[src/rtl/orion_icache.sv]
// orion_icache: blocking, direct-mapped instruction cache.
//
// A fetch is accepted in IDLE and looked up in the following cycle.
// A hit responds in that lookup cycle. A miss refills the whole line,
// one word at a time and in order from word 0, over the mem_* port.
// The requested word is then returned in a separate RESPOND cycle.
//
// Ports:
//   clk_i, rst_i        clock; asynchronous active-low reset
//   imem_addr_i         fetch address (bits [1:0] ignored)
//   imem_valid_i        fetch request, held until imem_resp_o
//   imem_rdata_o        fetched word, non-zero only while imem_resp_o=1
//   imem_resp_o         one-cycle response pulse
//   flush_i             invalidate all lines (fence.i)
//   mem_addr_o          refill word address
//   mem_valid_o         refill request
//   mem_rdata_i         refill data, sampled with mem_resp_i
//   mem_resp_i          refill word complete
//   perf_hits_o         lookup hit counter
//   perf_misses_o       lookup miss counter
//
// Optional feature: define ORION_ICACHE_PERF_EN to build the two
// 32-bit performance counters. Without it both outputs are tied to 0.
module orion_icache #(
  parameter int XLEN       = 32,
  parameter int ADDRW      = 32,
  parameter int NUM_LINES  = 16,
  parameter int LINE_WORDS = 4
) (
  input  logic             clk_i,
  input  logic             rst_i,
  input  logic [ADDRW-1:0] imem_addr_i,
  input  logic             imem_valid_i,
  output logic [XLEN-1:0]  imem_rdata_o,
  output logic             imem_resp_o,
  input  logic             flush_i,
  output logic [ADDRW-1:0] mem_addr_o,
  output logic             mem_valid_o,
  input  logic [XLEN-1:0]  mem_rdata_i,
  input  logic             mem_resp_i,
  output logic [31:0]      perf_hits_o,
  output logic [31:0]      perf_misses_o
);
  localparam int OFF_W = $clog2(LINE_WORDS);
  localparam int IDX_W = $clog2(NUM_LINES);
  localparam int TAG_W = ADDRW - IDX_W - OFF_W - 2;

  typedef enum logic [1:0] {S_IDLE, S_LOOKUP, S_REFILL, S_RESPOND} state_e;

  state_e                 state_q, state_d;
  logic [OFF_W-1:0]       k_q, k_d;
  logic [ADDRW-3:0]       req_q, req_d;     // word address of the fetch
  logic [NUM_LINES-1:0]   valid_q, valid_d;
  logic                   pend_q, pend_d;   // flush seen mid-transaction

  logic [TAG_W-1:0]       tag_q  [NUM_LINES];
  logic [XLEN-1:0]        data_q [NUM_LINES*LINE_WORDS];

  logic [TAG_W-1:0]       req_tag;
  logic [IDX_W-1:0]       req_idx;
  logic [OFF_W-1:0]       req_off;
  logic                   hit;
  logic                   last_beat;
  logic                   resp;
  logic                   eot;

  // Byte-offset bits of the fetch address carry no information.
  logic                   unused_addr_bits;
  assign unused_addr_bits = ^imem_addr_i[1:0];

  assign req_off   = req_q[OFF_W-1:0];
  assign req_idx   = req_q[OFF_W +: IDX_W];
  assign req_tag   = req_q[ADDRW-3 -: TAG_W];
  assign hit       = valid_q[req_idx] && (tag_q[req_idx] == req_tag);
  assign last_beat = (state_q == S_REFILL) && mem_resp_i &&
                     (k_q == OFF_W'(LINE_WORDS - 1));

  always_ff @(posedge clk_i or negedge rst_i) begin
    if (!rst_i) begin
      state_q <= S_IDLE;
      k_q     <= '0;
      req_q   <= '0;
      valid_q <= '0;
      pend_q  <= 1'b0;
    end else begin
      state_q <= state_d;
      k_q     <= k_d;
      req_q   <= req_d;
      valid_q <= valid_d;
      pend_q  <= pend_d;
    end
  end

  always_comb begin
    state_d = state_q;
    k_d     = k_q;
    req_d   = req_q;
    valid_d = valid_q;
    pend_d  = pend_q;
    resp    = 1'b0;
    eot     = 1'b0;
    case (state_q)
      S_IDLE: begin
        // Clearing here means a request accepted alongside the flush
        // looks up against the emptied array and misses.
        if (flush_i) valid_d = '0;
        if (imem_valid_i) begin
          req_d   = imem_addr_i[ADDRW-1:2];
          state_d = S_LOOKUP;
        end
      end
      S_LOOKUP: begin
        if (hit) begin
          resp    = 1'b1;
          eot     = 1'b1;
          state_d = S_IDLE;
        end else begin
          k_d     = '0;
          state_d = S_REFILL;
        end
      end
      S_REFILL: begin
        if (mem_resp_i) begin
          k_d = k_q + 1'b1;
          if (last_beat) begin
            valid_d[req_idx] = !(pend_q || flush_i);
            state_d          = S_RESPOND;
          end
        end
      end
      S_RESPOND: begin
        resp    = 1'b1;
        eot     = 1'b1;
        state_d = S_IDLE;
      end
      default: state_d = S_IDLE;
    endcase

    // A flush arriving mid-transaction is deferred to its final cycle so
    // the refill in flight completes and the core still gets its word.
    if (state_q != S_IDLE) begin
      if (eot) begin
        if (pend_q || flush_i) valid_d = '0;
        pend_d = 1'b0;
      end else if (flush_i) begin
        pend_d = 1'b1;
      end
    end
  end

  // Tag and data arrays carry no reset.
  always_ff @(posedge clk_i) begin
    if ((state_q == S_REFILL) && mem_resp_i)
      data_q[{req_idx, k_q}] <= mem_rdata_i;
    if (last_beat)
      tag_q[req_idx] <= req_tag;
  end

  assign imem_resp_o  = resp;
  assign imem_rdata_o = resp ? data_q[{req_idx, req_off}] : '0;
  assign mem_valid_o  = (state_q == S_REFILL);
  assign mem_addr_o   = (state_q == S_REFILL) ?
                        {req_q[ADDRW-3:OFF_W], k_q, 2'b00} : '0;

`ifdef ORION_ICACHE_PERF_EN
  logic [31:0] hits_q, misses_q;

  always_ff @(posedge clk_i or negedge rst_i) begin
    if (!rst_i) begin
      hits_q   <= '0;
      misses_q <= '0;
    end else if (state_q == S_LOOKUP) begin
      if (hit) hits_q   <= hits_q + 32'd1;
      else     misses_q <= misses_q + 32'd1;
    end
  end

  assign perf_hits_o   = hits_q;
  assign perf_misses_o = misses_q;
`else
  assign perf_hits_o   = '0;
  assign perf_misses_o = '0;
`endif

endmodule

[config.mk]
export PLATFORM = sky130hd
export DESIGN_NAME = orion_icache
export DESIGN_NICKNAME = d
export VERILOG_FILES = /design/src/rtl/orion_icache.sv
export SDC_FILE = /design/constraint.sdc
export NUM_CORES = 2
export LEC_CHECK = 0
export CAP_MARGIN = 20
export CORE_ASPECT_RATIO = 1.4
export CORE_MARGIN = 3
export CORE_UTILIZATION = 45
export CTS_CLUSTER_DIAMETER = 60
export DETAILED_ROUTE_END_ITERATION = 12
export GPL_TIMING_DRIVEN = 0
export HOLD_SLACK_MARGIN = 0.15
export PLACE_DENSITY_LB_ADDON = 0.3
export SYNTH_ARGS = -nofsm -noshare
export SYNTH_HDL_FRONTEND = slang
export SYNTH_SLANG_ARGS = --single-unit
export TNS_END_PERCENT = 1
[constraint.sdc]
create_clock -name clk_i -period 4.1 [get_ports clk_i]
set_input_delay 0.82 -clock clk_i [delete_from_list [all_inputs] [get_ports clk_i]]
set_output_delay 0.82 -clock clk_i [all_outputs]
set_load 0.02 [all_outputs]
==> impl_metrics.csv <==
group,metric,value,unit
clock_network,clkSlewWorstSetupHoldPaths,0.06,ns
power_and_ir_drop,power.switching_fraction,0.3336,
synth,post_syn_instances,4307,
timing,rsz_0062_raised_after_global_routing,"true",
power_and_ir_drop,p_leak,0.03695,uW
timing,finalSetupTns,-432.48,ns
power_and_ir_drop,p_switching,26250,uW
detailed_routing,routed_via_count,51350,
timing,finalWorstSetupSlack,-1.448,ns
critical_path,timing_worst_setup_path_type,"flop to primary output",
synth,synth.yosys.seq_area_share,0.7716,
critical_path,critPathMaxStageDelay,0.46,ns
finish,fillCellCount,15550,
detailed_routing,wire_length_reported_by_the_detailed_router,313500,microns
global_route,antenna_found_initial,20,
worst_hold_path,timing.hold.worst_path_depth,1,
global_route,overflow,0,
clock_network,clk-insertion-delay-late,0.89,ns
critical_path,cell_at_the_slowest_stage_of_the_critical_path,"a2111o_1",
worst_hold_path,hold_path.class,"input port to flop",
die,die_height,553.4,microns
clock_network,cts_tree,"done",
critical_path,worst_path_most_repeated_cell,"buf_12",
detailed_routing,ant_nets,0,
timing,setup_viol,1257,
run,cap_violations,0,
placement,detailed_placer_s_ending_hpwl,207200,microns
clock_network,level_count_of_the_clock_h_tree,4,
critical_path,cp_data_arrival_time,4.73,ns
critical_path,critical_path.reg2reg.startpoint,"req_q[2]",
synth,netlist-cell-type-count,64,
timing,fin_skew,0.05506,ns
clock_network,max-clock-path-buffers,3,
detailed_routing,avgRoutedWirePerCell,39.29,microns
power_and_ir_drop,combPwrFrac,0.340,
die,dieArea,219700,sq um
die,initial_utilization,0.4533,
critical_path,worstReg2RegEnd,"data_q[5][6]",
worst_hold_path,hold_path_startpoint,"mem_rdata_i[0]",
worst_hold_path,min_to,"data_q[39][0]",
power_and_ir_drop,irDropWorstVdd,0.5309,mV
outcome,status,"finished, violations left",
critical_path,timing.critical_path.to_type,"primary output",
timing,final_period_minus_worst_setup_slack,5.548,ns
global_route,first_global_vias,50900,
clock_network,clockRootBuffer,"clkbuf_16",
die,die_w,397.0,microns
timing,finalMaxSlewViolations,0,
timing,timing.slew.headroom,0.2322,
power_and_ir_drop,p_total,78680,uW
finish,syn2layout_area_growth,20.02,%
timing,timing_worst_slew_pin_value,1.149,ns
finish,multi_input_comb_area,21770,sq um
detailed_routing,dr.pass1.iters,7,
timing,hold_viol,0,
critical_path,worstPathCellList,"buf_12 -> buf_8 -> nor2b_2 -> buf_4 -> a22o_1 -> o21ai_0 -> o2111a_1 -> nand4_1 -> a2111o_1 -> o41a_1 -> buf_12 -> buf_16 -> nor3_4 -> buf_6",
critical_path,start_kind,"flop",
clock_network,clock_sink_count,2483,
critical_path,worst_ep_required_time,3.28,ns
finish,final_net_count,5017,
detailed_routing,drt-initial-drc-count,8148,
global_route,grt_util_all_layers,0.2853,
power_and_ir_drop,intPower,52430,uW
finish,fraction_of_final_layout_cells_sized_beyond_drive_strength_1,0.3440,
detailed_routing,post_drt_via_cell_ratio,6.436,
die,boundaryPins,199,
timing,timing.final.crit_share,1.353,
synth,synth-edff-count,2432,
synth,yosys_register_bits,2483,
die,core,212500,sq um
power_and_ir_drop,power_density,680.7,nW/um^2
power_and_ir_drop,p_clk_frac,0.281,
global_route,wire_length_of_the_first_global_routing_pass,424500,microns
critical_path,worst_r2r_path_depth,13,
critical_path,path_max_fanout,10,
synth,yosysWarningCount,0,
power_and_ir_drop,power_frac_seq,0.379,
critical_path,ff2ff_setup_slack,-0.68,ns
synth,synth_top_flop_cell,"edfxtp_1",
die,fp-row-count,200,
placement,buffer_ports.inserted,129,
placement,finalWeightedCongestion,0.8866,
finish,final-seq-area,74310,sq um
clock_network,number_of_buffers_created_by_cts,227,
detailed_routing,drc,0,
synth,synth-async-reset-ratio,0.02054,
synth,synth_area_per_cell,22.36,sq um
outcome,violations_in_the_final_reports,"negative setup slack",
global_route,grt_start_max_net_pins,65,
timing,max_freq,0.1803,GHz
synth,synth.cell_area,96300,sq um
[placed cells by master, fill, tap and decap left out, drive strengths merged, types with 47 or more instances in the layout]
cell type      synthesis  final
edfxtp              2432   2432
mux4                 644    644
buf                  176    456
clkbuf               128    400
nor2                 127    127
mux2i                122    122
clkinv                 1    106
o22ai                 74     74
nand2                 74     74
conb                   1     66
clkdlybuf4s50          0     60
dfrtp                 51     51
nor3                  49     49
mux2                  47     47
[cell usage after synthesis, drive strengths merged, types with 12 or more instances]
master	count	area share
dfrtp	51	0.013
clkbuf	128	0.0050
o21ai	44	0.0023
buf	176	0.012
xnor2	19	0.0017
mux4	644	0.15
o211ai	12	0.00094
a22oi	20	0.0016
nor2	127	0.0050
and2	25	0.0016
nand2	74	0.0029
o22ai	74	0.0048
mux2i	122	0.013
a22o	19	0.0017
a211oi	16	0.0012
nor2b	17	0.0011
a21oi	43	0.0022
mux2	47	0.0055
edfxtp	2432	0.76
nor3	49	0.0039
inv	27	0.0011
nand3	28	0.0015
[registers in the layout (all words and copies together) (netlist names), named ones only]
| signal | flops |
|---|---|
| data_q | 2048 |
| k_q | 2 |
| pend_q | 1 |
| req_q | 30 |
| state_q | 1 |
| tag_q | 384 |
| valid_q | 16 |
[power groups by stage]
stage	clock (uW)	combinational (uW)	sequential [uW]
after floorplan	0	13900	29900
after global placement	0	22900	30300
after detailed placement	0	23900	30300
after CTS	22300	25700	29800
after global routing	23300	27300	29900
final	22100	26800	29800
[how the worst max path moves through the flow]
stage | endpoint | slack (ns) | start
3_5_place_dp | imem_rdata_o[16] | -3.00 | req_q[4]
4_1_cts | imem_rdata_o[20] | -1.39 | req_q[3]
6_report | imem_rdata_o[30] | -1.45 | req_q[2]
2_1_floorplan | data_q[13][0] | -0.21 | req_q[2]
5_1_grt | imem_rdata_o[30] | -1.44 | req_q[3]
3_3_place_gp | data_q[29][18] | -5.78 | req_q[3]
[critical path, delay by kind of cell, from the launching register on]
kind | cells | cell delay (ns)
flip-flops | 1 | 0.40
AO/OA/AOI/OAI | 5 | 1.61
AND/OR/NAND/NOR | 3 | 0.75
buffers and inverters | 6 | 1.05
[cells by family after synthesis]
logic type               share of synthesized area
flip-flops                                  0.7716
buffers and inverters                      0.01779
AND/OR/NAND/NOR                            0.01903
other                                   0.00003894
XOR/XNOR                                  0.002637
AO/OA/AOI/OAI                              0.02001
multiplexers                                0.1688
adder cells (fa/ha/maj)                  0.0001299
[final cells by class]
class,instances,share of cell area
flip-flops and latches,2483,0.6429
multi-input cells,1557,0.1884
clock buffers,272,0.05140
repair buffers,353,0.04827
well taps,2828,0.03061
plain buffers,297,0.02116
clock inverters,155,0.01617
inverters,28,0.0009418
diodes,6,0.0001299
[metal layers]
metal | wire, microns | vias up | GRT usage | share of wire
met5 | 292 | - | 0.002205 | 0.00093
met4 | 22580 | 20 | 0.1661 | 0.072
met3 | 38860 | 1051 | 0.09598 | 0.12
met2 | 150100 | 3900 | 0.4538 | 0.48
met1 | 101700 | 27010 | 0.3391 | 0.32
li1 | - | 19370 | - | -
[what timing repair did]
action | in CTS | in global routing
gates resized for setup | 601 | 90
endpoints found under the hold margin | 23 | 0
hold buffers | 1 | 0
cloned | 1 | 1
pin swaps | 40 | 33
setup endpoints to repair | 2308 | 1374
setup buffers | 28 | 9
[per-stage QoR]
stage | std cells | hold WS [ns] | instance area (sq um) | util | setup WS, ns
2_1_floorplan | 4372 | 0.4777 | 96550 | - | -0.2128
3_3_place_gp | 7329 | 0.5027 | 101400 | 0.4772 | -5.785
3_5_place_dp | 7513 | 0.5175 | 105800 | 0.4980 | -3.002
4_1_cts | 7964 | 0.1766 | 115200 | 0.5422 | -1.385
5_1_grt | 7974 | 0.2066 | 115600 | 0.5440 | -1.437
6_report | 7979 | 0.2283 | 115600 | 0.5440 | -1.448
(Power assumes the default switching activity.)
